### src/rtl/bk_add_accumulator_pkg.sv
`default_nettype none
// ============================================================================
// bk_add_accumulator_pkg: word type and constants shared by the adder family.
// Revision: 1.0
// ============================================================================
package bk_add_accumulator_pkg;

    localparam int ADD_WIDTH = 32;

    typedef logic [ADD_WIDTH-1:0] word_t;

    localparam word_t ALL_ONES = '1;

endpackage
`default_nettype wire

### src/rtl/bk_add_accumulator_bkadder.sv
`default_nettype none
// ============================================================================
// BKadderwithcarryselect: 32-bit adder, Brent-Kung 16-bit halves with carry-select upper half.
// Revision: 1.0
// ============================================================================
module BKadderwithcarryselect
    import bk_add_accumulator_pkg::*;
(
    input  word_t a,
    input  word_t b,
    output word_t sum,
    output logic  cout
);

    localparam int HALF = ADD_WIDTH / 2;

    // Returns {carry_out, sum} of a HALF-bit Brent-Kung prefix add.
    function automatic logic [HALF:0] bk_add(input logic [HALF-1:0] x,
                                             input logic [HALF-1:0] y,
                                             input logic            cin);
        logic [HALF-1:0] g;
        logic [HALF-1:0] p;
        logic [HALF-1:0] pp;
        logic [HALF:0]   r;
        pp   = x ^ y;
        p    = pp;
        g    = x & y;
        g[0] = g[0] | (pp[0] & cin);
        for (int d = 1; d < HALF; d = d * 2) begin
            for (int i = 2 * d - 1; i < HALF; i = i + 2 * d) begin
                g[i] = g[i] | (p[i] & g[i-d]);
                p[i] = p[i] & p[i-d];
            end
        end
        for (int d = HALF / 4; d >= 1; d = d / 2) begin
            for (int i = 3 * d - 1; i < HALF; i = i + 2 * d) begin
                g[i] = g[i] | (p[i] & g[i-d]);
                p[i] = p[i] & p[i-d];
            end
        end
        r[0] = pp[0] ^ cin;
        for (int i = 1; i < HALF; i++) begin
            r[i] = pp[i] ^ g[i-1];
        end
        r[HALF] = g[HALF-1];
        return r;
    endfunction

    logic [HALF:0] lo;
    logic [HALF:0] hi0;
    logic [HALF:0] hi1;

    assign lo  = bk_add(a[HALF-1:0],         b[HALF-1:0],         1'b0);
    assign hi0 = bk_add(a[ADD_WIDTH-1:HALF], b[ADD_WIDTH-1:HALF], 1'b0);
    assign hi1 = bk_add(a[ADD_WIDTH-1:HALF], b[ADD_WIDTH-1:HALF], 1'b1);

    assign sum  = {(lo[HALF] ? hi1[HALF-1:0] : hi0[HALF-1:0]), lo[HALF-1:0]};
    assign cout = lo[HALF] ? hi1[HALF] : hi0[HALF];

endmodule
`default_nettype wire

### src/rtl/bk_add_accumulator.sv
`default_nettype none
// ============================================================================
// bk_add_accumulator: streaming running-sum around the Brent-Kung adder.
// Revision: 1.0
// ============================================================================
module bk_add_accumulator
    import bk_add_accumulator_pkg::*;
#(
    parameter int WIDTH    = ADD_WIDTH,
    parameter int SATURATE = 0,
    parameter int CNT_W    = 8
) (
    input  logic             clk,
    input  logic             rst,
    input  logic             in_valid,
    output logic             in_ready,
    input  logic [WIDTH-1:0] in_data,
    input  logic             in_clear,
    output logic             out_valid,
    input  logic             out_ready,
    output logic [WIDTH-1:0] acc_out,
    output logic             out_carry,
    output logic             carry_sticky,
    output logic [CNT_W-1:0] op_count
);

    logic             in_fire;
    logic             out_fire;
    word_t            add_a;
    word_t            add_sum;
    logic             add_cout;
    logic [CNT_W-1:0] cnt_base;
    logic [CNT_W-1:0] cnt_next;

    // Single output register with no skid: accept only when it is empty or draining.
    assign in_ready = !out_valid || out_ready;
    assign in_fire  = in_valid && in_ready;
    assign out_fire = out_valid && out_ready;

    assign add_a    = in_clear ? '0 : acc_out;
    assign cnt_base = in_clear ? '0 : op_count;
    assign cnt_next = (&cnt_base) ? cnt_base : cnt_base + CNT_W'(1);

    BKadderwithcarryselect u_adder (
        .a    (add_a),
        .b    (in_data),
        .sum  (add_sum),
        .cout (add_cout)
    );

    always_ff @(posedge clk) begin
        if (rst) begin
            acc_out      <= '0;
            out_valid    <= 1'b0;
            out_carry    <= 1'b0;
            carry_sticky <= 1'b0;
            op_count     <= '0;
        end else if (in_fire) begin
            acc_out      <= (SATURATE != 0 && add_cout) ? ALL_ONES : add_sum;
            out_carry    <= add_cout;
            out_valid    <= 1'b1;
            carry_sticky <= (in_clear ? 1'b0 : carry_sticky) | add_cout;
            op_count     <= cnt_next;
        end else if (out_fire) begin
            out_valid <= 1'b0;
        end
    end

endmodule
`default_nettype wire

### config.mk
export PLATFORM = sky130hd
export DESIGN_NAME = bk_add_accumulator
export DESIGN_NICKNAME = d
export VERILOG_FILES = /design/src/rtl/bk_add_accumulator_pkg.sv /design/src/rtl/bk_add_accumulator_bkadder.sv /design/src/rtl/bk_add_accumulator.sv
export SDC_FILE = /design/constraint.sdc
export NUM_CORES = 1
export LEC_CHECK = 0
export CORE_MARGIN = 2
export CORE_UTILIZATION = 40
export DETAILED_ROUTE_END_ITERATION = 7
export GPL_TIMING_DRIVEN = 0
export PLACE_DENSITY = 0.68
export SYNTH_ARGS = -nofsm -noshare
export SYNTH_HDL_FRONTEND = slang
export SYNTH_SLANG_ARGS = --single-unit
### constraint.sdc
create_clock -name clk -period 5.4 [get_ports clk]
set_input_delay 0.54 -clock clk [delete_from_list [all_inputs] [get_ports clk]]
set_output_delay 0.54 -clock clk [all_outputs]
set_load 0.02 [all_outputs]
# --- Word-level counts from Yosys, hierarchy flattened ---
# Index checks and enable logic that the tools add are counted.
word_totals:
  reg_bits: 43
  inputBits: 37
  output_inout_bits: 44
  wordCells: 228
op_classes:
  addsub: 1
  muxes: 8
  bitwise: 208
  n_reduce_logical: 6
ops:
  columns: ["operator", "n"]
  rows:
  - ["AND 1 bit", 89]
  - ["bitwise OR 1 bit", 69]
  - ["XOR 1 bit", 45]
  - ["AND 16 bit", 2]
  - ["2-to-1 mux 32 bit", 1]
  - ["XOR 16 bit", 2]
  - ["2-to-1 mux 16 bit", 1]
  - ["2-to-1 mux 8 bit", 2]
  - ["adder 8 x 1 -> 8 bit (second input constant)", 1]
  - ["AND reduction 8 bit", 1]
  - ["2-to-1 mux 1 bit", 4]
  - ["logical AND 1 bit", 2]
  - ["nonzero test 2 bit", 1]
  - ["zero test 1 bit", 1]
  - ["logical OR 1 bit", 1]
  - ["NOT 1 bit", 1]

# --- Depth between registers and ports, before layout ---
# Gate-level depths: netlist of run 1.
depth:
  ltp_word: 17
  depth_mapped: 21
  ltp_nobuf: 20

# --- Modules after synthesis ---
# A second synthesis of run 1 with hierarchy kept.
unflattened:
  cells_unflattened: 385
  hier_area_um2: 3181.8
modules_own_cells:
  columns: ["module", "n_inst", "cells_each", "area_each_um2", "seq_area_each_um2"]
  rows:
  - ["bk_add_accumulator", 1, 238, 1840.5, 860.8]
  - ["BKadderwithcarryselect", 1, 147, 1341.3, 0.0]

# --- Worst setup path after synthesis of run 1 ---
# No wires, ideal clock.
synth_timing:
  path_kind: "input to register"
  startpoint: "input port in_clear"
  endpoint: "register acc_out[25]"
  setup_time_ns: 0.086
  arrival_time_ns: 4.391
  required_ns: 5.314
  slack_ns: 0.924
  stages: 20
  path_buffers: 1
  cell_sequence: "clkbuf_1 > nor2b_1 > ha_1 > fa_1 > a211oi_2 > o21ai_2 > o211ai_2 > a21boi_2 > a21oi_1 > mux2i_1 > fa_1 > a21o_1 > a21o_1 > a21o_1 > a21o_1 > a21oi_1 > o21ai_1 > fa_1 > xnor2_1 > a211oi_1"
synth_via:
  elab_chain_cells: 13
  elab_cells_between_ends: 78
  cone_classes: "2 x mux; 76 x bitwise"
synth_lines:
  columns: ["item", "line_no", "text"]
  rows:
  - ["from (decl)", "bk_add_accumulator.sv:18", "input logic in_clear,"]
  - ["2-to-1 mux 32 bit *", "bk_add_accumulator.sv:40", "assign add_a = in_clear ? '0 : acc_out;"]
  - ["AND 16 bit or XOR 16 bit (tied branches)", "bk_add_accumulator_bkadder.sv:27, bk_add_accumulator_bkadder.sv:25", null]
  - ["bitwise OR 1 bit", "bk_add_accumulator_bkadder.sv:28", "g[0] = g[0] | (pp[0] & cin);"]
  - ["AND 1 bit", "bk_add_accumulator_bkadder.sv:31", "g[i] = g[i] | (p[i] & g[i-d]);"]
  - ["bitwise OR 1 bit", "bk_add_accumulator_bkadder.sv:31", null]
  - ["AND 1 bit", "bk_add_accumulator_bkadder.sv:31", null]
  - ["bitwise OR 1 bit", "bk_add_accumulator_bkadder.sv:31", null]
  - ["AND 1 bit", "bk_add_accumulator_bkadder.sv:31", null]
  - ["bitwise OR 1 bit", "bk_add_accumulator_bkadder.sv:31", null]
  - ["AND 1 bit", "bk_add_accumulator_bkadder.sv:37", "g[i] = g[i] | (p[i] & g[i-d]);"]
  - ["bitwise OR 1 bit", "bk_add_accumulator_bkadder.sv:37", null]
  - ["XOR 1 bit", "bk_add_accumulator_bkadder.sv:43", "r[i] = pp[i] ^ g[i-1];"]
  - ["2-to-1 mux 16 bit *", "bk_add_accumulator_bkadder.sv:57", "assign sum = {(lo[HALF] ? hi1[HALF-1:0] : hi0[HALF-1:0]), lo[HALF-1:0]};"]
  - ["to (signal assigned)", "bk_add_accumulator.sv:59", "acc_out <= (SATURATE != 0 && add_cout) ? ALL_ONES : add_sum;"]
  - ["to (decl)", "bk_add_accumulator.sv:21", "output logic [WIDTH-1:0] acc_out,"]
# Mark *: on every way between the ends. The rest lies on a longest branch, timed or not.
# A chain may end at the register's enable or synchronous reset.

# --- Worst setup path after layout of run 1 ---
# Same ends and word-level chain as after synthesis.

==> results of run 1 <==
power by group through the flow:
| stage | Combinational, µW | Clock [µW] | Sequential, µW |
|---|---|---|---|
| global route | 318 | 319 | 364 |
| floorplan | 143 | 0 | 393 |
| CTS | 288 | 306 | 360 |
| detailed placement | 285 | 0 | 367 |
| finish | 286 | 297 | 360 |
| global placement | 281 | 0 | 367 |
worst max-delay path, delay by kind of cell:
| kind | cells | cell delay [ns] |
|---|---|---|
| XOR/XNOR | 1 | 0.14 |
| AO/OA/AOI/OAI | 12 | 2.12 |
| buffers and inverters | 2 | 0.81 |
| AND/OR/NAND/NOR | 1 | 0.07 |
| adder cells (fa/ha/maj) | 4 | 1.42 |
| multiplexers | 1 | 0.14 |
area by class of cell:
cell class | count | area [µm²] | area share
Timing Repair Buffer | 79 | 791 | 0.191
Clock buffer | 6 | 72.6 | 0.0175
Inverter | 26 | 97.6 | 0.0235
Sequential cell | 43 | 861 | 0.208
Multi-Input combinational cell | 280 | 2070 | 0.498
Tap cell | 102 | 128 | 0.0308
Buffer | 16 | 72.6 | 0.0175
Clock inverter | 2 | 60.1 | 0.0145
routing by layer:
layer  track usage  share of wire
met1         0.256           0.46
met3        0.0353          0.055
met4        0.0547         0.0045
met5             0              0
met2         0.325           0.48
final timing paths:
check	from	to	slack, ns	depth (start not counted)
worst max-delay path	in_clear	acc_out[25]$_SDFFE_PP0P_	0.37	21
worst min-delay path	carry_sticky$_SDFFE_PP0P_	carry_sticky$_SDFFE_PP0P_	0.46	2
worst max register to register	acc_out[0]$_SDFFE_PP0P_	acc_out[25]$_SDFFE_PP0P_	1.02	19
worst min register to register	carry_sticky$_SDFFE_PP0P_	carry_sticky$_SDFFE_PP0P_	0.46	2
state kept, by name (all words and copies together), names as in the netlist:
register      flops
acc_out          32
op_count          8
carry_sticky      1
out_carry         1
out_valid         1
cell families (layout without fill, tap and decap cells):
group | Yosys count | in the layout | synth area share
adders and majority gates | 48 | 48 | 0.233
DFF | 43 | 43 | 0.278
muxes | 1 | 1 | 0.00324
buffers and inverters | 43 | 129 | 0.0546
AOI/OAI and AO/OA | 94 | 94 | 0.202
xor gates and xnor gates | 16 | 16 | 0.0453
and+or+nand+nor | 121 | 121 | 0.184
Yosys cell counts (all sizes together):
library cell  number  area (µm²)
o31ai              1        12.5
mux2i              1        10.0
or4                1        7.51
and3               2        12.5
and4               1        8.76
o211ai             3        27.5
nand3              1        5.00
a21boi             1        11.3
o21ai             11        58.8
a211o              1        8.76
a41o               1        10.0
o41ai              1        8.76
a211oi            17         133
nand4b             1        8.76
a41oi              2        25.0
nor2b             28         175
inv               26        97.6
dfxtp             43         861
a21o               8        60.1
o21a               2        15.0
nand3b             2        15.0
ha                32         400
a21oi             40         204
fa                16         320
nor3               1        5.00
o221ai             1        15.0
clkbuf            11        41.3
o21bai             2        15.0
nand2             60         225
or3                2        12.5
a31oi              3        18.8
and2               1        6.26
nand2b             1        6.26
or2                1        6.26
nor2              18        67.6
buf                6        30.0
xnor2             16         140
nand4              1        6.26
repair_timing:
item	4_1_cts	5_1_grt
setup buffers	0	0
resized for setup	1	6
endpoints found under the setup margin	1	3
per-stage QoR:
step	TNS, ns	total power, µW	util	std cells	worst slack [ns]
global route	0	1000	0.545	554	0.0194
floorplan	0	536	-	366	0.924
CTS	0	954	0.545	555	0.179
detailed placement	-0.829	652	0.527	547	-0.266
global placement	-0.523	648	0.527	547	-0.211
finish	0	943	0.545	554	0.374
==> metrics, run 1 <==
Post-Route WL=7.74 mm; library cells used by synthesis=44; Clock Skew=0.0138 ns; Logic pwr share=0.303; Ports=81; Worst VDD drop=0.139 mV; GRT Overall Usage=0.194; cell count after synthesis=366; H-tree depth=2; most used cell, CP=a21o_1; status=finished clean; drt drc=0; WP data required=5.61 ns; Post-Layout Inst Area=4150 µm²; commonest non-fill, non-tap cell in the layout=clkdlybuf4s50_1; # rows=32; first-pass GRT wire length=13.3 mm; initial antenna violation count=0; vias in the first global route=2915; Fin. Hold Viols=0; DIE HEIGHT=91.9 µm; Root Driver=clkbuf_8; WL/cell=14.0 µm; LEAKAGE=0.00177 µW; clk sinks=43; Min Hold Slack=0.458 ns; max-slew violations=0; gr ovfl total=0; drt first pass iters=4; Core Area=7610 µm²; global placer's final weighted congestion=0.842; register area share after synthesis=0.278; total number of vias=2811; Antenna Violating Nets Remaining=0; PwrDens=227 nW/µm²; switching power=279 µW; Initial Utilization=0.406; CP Capture Type=register; CTS Hold Bufs=0; pin count of the biggest net entering global routing=14; Antenna diodes=0; # nets final=536; Worst Max-Slew Pin Slew=0.548 ns; crit path time final=5.03 ns; Die Width=91.9 µm; CTS tree=yes; crit path max fanout=10; relative slew slack=0.635; syn nets=451; Critical Path AT=5.23 ns; internal power=664 µW; Sw Ratio=0.296; fmax=0.199 GHz; Final period util=0.931; Clk Latency, worst-skew pair=0.30 ns; Cell Area, Placed=4010 µm²; input/output buffers=79; CP max stage cell=clkdlybuf4s50_1; number of synthesized register bits=43; Synth-to-Final Area Change=34.2%; DIE AREA=8450 µm²; unrepaired setup endpoints after global routing=false; synth warn=0; Mapped Area=3090 µm²; Iter 0 DRT Violations=71; critical path class=primary input to register; Worst Setup Start Kind=primary input; CP Cell Sequence=clkdlybuf4s50_1 -> buf_4 -> nor2b_1 -> ha_1 -> fa_1 -> a211oi_2 -> o21ai_2 -> o211ai_2 -> a21boi_2 -> a21oi_2 -> mux2i_1 -> fa_1 -> a21o_1 -> a21o_1 -> a21o_1 -> a21o_1 -> a21oi_1 -> o21ai_1 -> fa_1 -> xnor2_1 -> a211oi_1; number of CTS-inserted buffers=5; DP Wirelength=5.93 mm; CTS clk-pin slew, worst paths=0.08 ns; commonest non-fill, non-tap cells in the layout=clkdlybuf4s50_1 (79), nand2_1 (60), dfxtp_1 (43); clock power share=0.315; final setup fails=0; Max-Cap Viols=0; Hold Crit Class=register to register; layout cells sized above 1=0.0531; CP max stage delay=0.58 ns; Fillers=705; Seq pwr share=0.382; Vias/cell=5.07; Max clock buf depth=2; synthesized area per cell=8.45 µm²
Power figures use the tool's default switching activity.
==> run 2: changes to the inputs <==
CORE_UTILIZATION = 45   (was 40)
PLACE_DENSITY = 0.74   (was 0.68)
SYNTH_HIERARCHICAL = 1   (was unset)
==> metrics, run 2 <==
fmax=0.195 GHz; total number of vias=2862; Hold Crit Class=register to register; GRT Overall Usage=0.203; Logic pwr share=0.307; register area share after synthesis=0.271; worst reg-to-reg path cell count=18; Antenna diodes=0; Top reg by flops=acc_out; first-pass GRT wire length=12.6 mm; Fin. Hold Viols=0; dominant cell type by area after synthesis=dfxtp_1; fraction of registers with async set/reset=0; Worst Max-Slew Pin Slew=0.520 ns; Seq pwr share=0.403; clk sinks=43; relative slew slack=0.653; crit path time final=5.12 ns; CTS tree=yes; Multi-input gate area=2120 µm²; Sum Neg Setup Slack=0 ns; gr ovfl total=0; hold_sp=carry_sticky$_SDFFE_PP0P_; synthesized area per cell=8.26 µm²; Synth top cells by count=nand2_1 (74), a21oi_1 (50), dfxtp_1 (43); unrepaired setup endpoints after global routing=false; reg2reg end=acc_out[31]$_SDFFE_PP0P_; internal power=609 µW; commonest non-fill, non-tap cells in the layout=clkdlybuf4s50_1 (79), nand2_1 (74), a21oi_1 (50); library cells used by synthesis=44; count leader, synth=nand2_1; WL/cell=13.2 µm; pin count of the biggest net entering global routing=15; commonest non-fill, non-tap cell in the layout=clkdlybuf4s50_1; critical path class=primary input to register; Min Hold Slack=0.457 ns; DP Wirelength=5.82 mm; cell count after synthesis=385; clock power share=0.290; Storage cell area=861 µm²; Worst Setup Start Kind=primary input; Core Area=6830 µm²; Synth top area share=0.271; layout cells sized above 1=0.0614; Largest register FFs=32; drt drc=0; CTS clk-pin slew, worst paths=0.09 ns; Max-Cap Viols=0; largest registers=acc_out (32), op_count (8); status=finished clean; Vias/cell=5.04; number of CTS-inserted buffers=5; Root Driver=clkbuf_8; vias in the first global route=2815; crit path max fanout=10; WHS Endpoint=carry_sticky$_SDFFE_PP0P_; DIE AREA=7760 µm²; hold path cells=2; max-slew violations=0; Synth-to-Final Area Change=32.2%; Ports=81; ys flop type=dfxtp_1; Fillers=632; Clock Skew=0.00719 ns; fin util=0.616; initial antenna violation count=0; global placer's final weighted congestion=0.808; synth warn=6; Final period util=0.948; dpl ws=-0.104 ns; Antenna Violating Nets Remaining=0; H-tree depth=2; Post-Route WL=7.52 mm; CP Capture Type=register; largest cells by area after synthesis=dfxtp_1 (27%), ha_1 (12%), fa_1 (10%); DIE HEIGHT=88.1 µm; PwrDens=211 nW/µm²; WP data required=5.63 ns; Critical Path AT=5.35 ns; Max clock buf depth=2; number of synthesized register bits=43; Final Worst Setup Slack=0.282 ns; drt first pass iters=4; R2R Path Start=acc_out[0]$_SDFFE_PP0P_; R2R Setup Slk=0.99 ns; final setup fails=0; input/output buffers=79; Sw Ratio=0.313; Clk Latency, worst-skew pair=0.30 ns; Post-CTS Setup Bufs=0; Initial Utilization=0.466; syn nets=469; Post-synth EDFFs=0; Die Width=88.1 µm; Mapped Area=3180 µm²; LEAKAGE=0.00178 µW; Iter 0 DRT Violations=92; switching power=277 µW; Worst VDD drop=0.121 mV; # rows=30; # nets final=555
run 2: cell types whose count changed after synthesis, moves of 4 or more:
cell      change
nand2_1      +14
a211oi_1     -11
a21oi_1      +11
xnor2_1      -10
xor2_1        +9
nor2_1        -7
nor2b_1       +6
buf_4         +5
nor3_1        +5
nand2b_1      +4
run 2: layer usage:
metal  GRT usage  share of wire
met3      0.0386          0.043
met4      0.0386         0.0076
met5           0              0
met1       0.276           0.48
met2       0.342           0.47
run 2: power by group through the flow:
stage | combinational [µW] | clock, µW | sequential (µW)
global route | 304 | 277 | 360
finish | 272 | 257 | 357
global placement | 266 | 0 | 364
CTS | 274 | 263 | 357
detailed placement | 272 | 0 | 364
floorplan | 140 | 0 | 388
run 2: area by class of cell:
class	count	area share
Sequential cell	43	0.205
Timing Repair Buffer	79	0.188
Multi-Input combinational cell	296	0.505
Tap cell	96	0.0286
Inverter	29	0.0259
Clock buffer	5	0.0164
Clock inverter	3	0.0104
Buffer	17	0.0211
run 2: through the flow:
step	instances	total power [µW]	instance area, µm²
detailed placement	560	636	4090
global placement	560	629	4090
CTS	568	894	4210
global route	568	941	4210
floorplan	385	528	3180
finish	568	886	4210
run 2: what timing repair did:
action / CTS / global route
gates resized for setup: 0 / 2
setup endpoints to repair: 0 / 2
hold buffers: 0 / 0
run 2: logic make-up after synthesis:
logic type                 synth area share
DFF                                   0.271
AOI/OAI and AO/OA                     0.171
xor gates and xnor gates             0.0413
muxes                               0.00315
and+or+nand+nor                       0.230
buffers and inverters                0.0617
adders and majority gates             0.223
run 2: worst max-delay path: stages:
cell,delay [ns]
clkdlybuf4s50_1,0.59
buf_2,0.27
nor2b_1,0.08
ha_1,0.21
fa_1,0.39
a21oi_1,0.18
nor2_1,0.11
o21ai_0,0.41
o21ai_2,0.13
mux2i_1,0.17
fa_1,0.46
a211oi_2,0.20
nor2_1,0.11
o311ai_4,0.33
o311ai_4,0.16
a31o_1,0.25
fa_1,0.38
xor2_1,0.20
nand2_1,0.07
a21oi_1,0.11
run 2: how the worst max path moves through the flow:
| stage | start | to | cells after the start |
|---|---|---|---|
| 6_report | in_clear | acc_out[31]$_SDFFE_PP0P_ | 20 |
| 5_1_grt | in_clear | acc_out[31]$_SDFFE_PP0P_ | 20 |
| 4_1_cts | in_clear | acc_out[31]$_SDFFE_PP0P_ | 19 |
| 3_5_place_dp | in_clear | acc_out[31]$_SDFFE_PP0P_ | 19 |
| 3_3_place_gp | in_clear | acc_out[31]$_SDFFE_PP0P_ | 19 |
| 2_1_floorplan | in_clear | acc_out[31]$_SDFFE_PP0P_ | 18 |
==> run 3: changes to the inputs <==
CAP_MARGIN = 20   (was unset)
PLACE_DENSITY = 0.75   (was 0.74)
SETUP_SLACK_MARGIN = 0.15   (was unset)
SYNTH_HIERARCHICAL = unset   (was 1)
==> metrics, run 3 (same netlist as run 1, synthesis figures left out) <==
critical path class=primary input to register; status=finished clean; fmax=0.201 GHz; clk sinks=43; Worst Setup Start Kind=primary input; Antenna diodes=0; CTS Hold Bufs=0; Sw Ratio=0.329; number of CTS-inserted buffers=5; Synth-to-Final Area Change=31.9%; Worst VDD drop=0.148 mV; total power=851 µW; initial antenna violation count=0; Post-Route WL=7.67 mm; hold path cells=2; Cell Area, Placed=3980 µm²; DIE HEIGHT=86.9 µm; most used cell, CP=a21o_1; Top reg by flops=acc_out; Die Width=86.9 µm; clock power share=0.239; Final period util=0.921; commonest non-fill, non-tap cells in the layout=clkdlybuf4s50_1 (79), nand2_1 (60), dfxtp_1 (43); worst reg-to-reg path cell count=19; relative slew slack=0.636; Max-Cap Viols=0; gr ovfl total=0; largest registers=acc_out (32), op_count (8); Iter 0 DRT Violations=81; Clk Latency, worst-skew pair=0.30 ns; Worst Max-Slew Pin Slew=0.546 ns; drt first pass iters=4; switching power=280 µW; total number of vias=2847; drt drc=0; CP Capture Type=register; # rows=30; final setup fails=0; DIE AREA=7550 µm²; CP delay by family, top=compound AO/OA/AOI/OAI gates; Logic pwr share=0.338; global placer's final weighted congestion=0.839; Fin. Hold Viols=0; Hold Crit Class=register to register; Clock Skew=0.00577 ns; Post-Layout Inst Area=4080 µm²; Largest register FFs=32; WP data required=5.61 ns; PwrDens=209 nW/µm²; crit path time final=4.97 ns; vias in the first global route=2810; CP max stage cell=clkdlybuf4s50_1; # nets final=537; Ports=81; commonest non-fill, non-tap cell in the layout=clkdlybuf4s50_1; Core Area=6720 µm²; internal power=571 µW; input/output buffers=79; layout cells sized above 1=0.0530; max-slew violations=0; unrepaired setup endpoints after global routing=false; WL/cell=14.4 µm; Seq pwr share=0.423; pin count of the biggest net entering global routing=13; Max clock buf depth=2; DP Wirelength=5.80 mm; Antenna Violating Nets Remaining=0; Vias/cell=5.34; Buf/Inv on CP=2; first-pass GRT wire length=12.9 mm; crit path max fanout=10; Initial Utilization=0.460; LEAKAGE=0.00175 µW; CTS tree=yes; Critical Path AT=5.18 ns; Root Driver=clkbuf_8; CP Cell Sequence=clkdlybuf4s50_1 -> buf_6 -> nor2b_1 -> ha_1 -> fa_1 -> a211oi_2 -> o21ai_2 -> o211ai_2 -> a21boi_2 -> a21oi_2 -> mux2i_1 -> fa_1 -> a21o_1 -> a21o_1 -> a21o_1 -> a21o_1 -> a21oi_1 -> o21ai_1 -> fa_1 -> xnor2_1 -> a211oi_1; GRT Overall Usage=0.213; H-tree depth=2; CTS clk-pin slew, worst paths=0.08 ns; Min Hold Slack=0.465 ns; CP max stage delay=0.59 ns; CP Depth=21
run 3: power groups by stage:
stage          Sequential (µW)  Combinational, µW  Clock (µW)
2_1_floorplan              393                143           0
3_5_place_dp               367                285           0
4_1_cts                    360                287         209
5_1_grt                    363                319         218
6_report                   360                287         203
3_3_place_gp               367                279           0
run 3: worst reg2reg max path, cell delays in order, from the launching register on:
cell,delay (ns)
dfxtp_1,0.35
nor2b_1,0.14
ha_1,0.18
fa_1,0.42
a211oi_2,0.26
o21ai_2,0.13
o211ai_2,0.18
a21boi_2,0.10
a21oi_2,0.20
mux2i_1,0.14
fa_1,0.43
a21o_1,0.18
a21o_1,0.22
a21o_1,0.18
a21o_1,0.19
a21oi_1,0.15
o21ai_1,0.09
fa_1,0.38
xnor2_1,0.14
a211oi_1,0.23
run 3: cell type report:
type,count,area [µm²]
flip-flops and latches,43,861
well taps,80,100
repair buffers,79,791
plain buffers,17,81.3
inverters,26,97.6
clock inverters,1,5.00
clock buffers,7,76.3
fillers,618,2640
multi-input cells,280,2070
run 3: what timing repair did:
action | in CTS | in global routing
buffers inserted | 0 | 0
setup endpoints to repair | 2 | 4
gates resized for setup | 1 | 9
cloned | 0 | 0
run 3: path summary, 6_finish.rpt:
| path | start | endpoint | slack [ns] |
|---|---|---|---|
| min | acc_out[26]$_SDFFE_PP0P_ | acc_out[26]$_SDFFE_PP0P_ | 0.47 |
| min reg2reg | acc_out[26]$_SDFFE_PP0P_ | acc_out[26]$_SDFFE_PP0P_ | 0.47 |
| max | in_clear | acc_out[25]$_SDFFE_PP0P_ | 0.43 |
| max reg2reg | acc_out[0]$_SDFFE_PP0P_ | acc_out[25]$_SDFFE_PP0P_ | 1.03 |
run 3: metrics by stage:
step	worst slack (ns)	util	TNS, ns	cells
2_1_floorplan	0.924	-	0	366
3_3_place_gp	-0.194	0.593	-0.461	525
3_5_place_dp	-0.199	0.593	-0.484	525
4_1_cts	0.259	0.605	0	533
5_1_grt	0.171	0.607	0	533
6_report	0.427	0.607	0	533
run 3: layer usage:
layer	vias to the layer above	routed length, µm	track usage
met5	-	0	0
met4	0	69	0.0455
met3	6	322	0.0284
met2	62	3710	0.367
met1	1364	3570	0.284
li1	1415	-	-
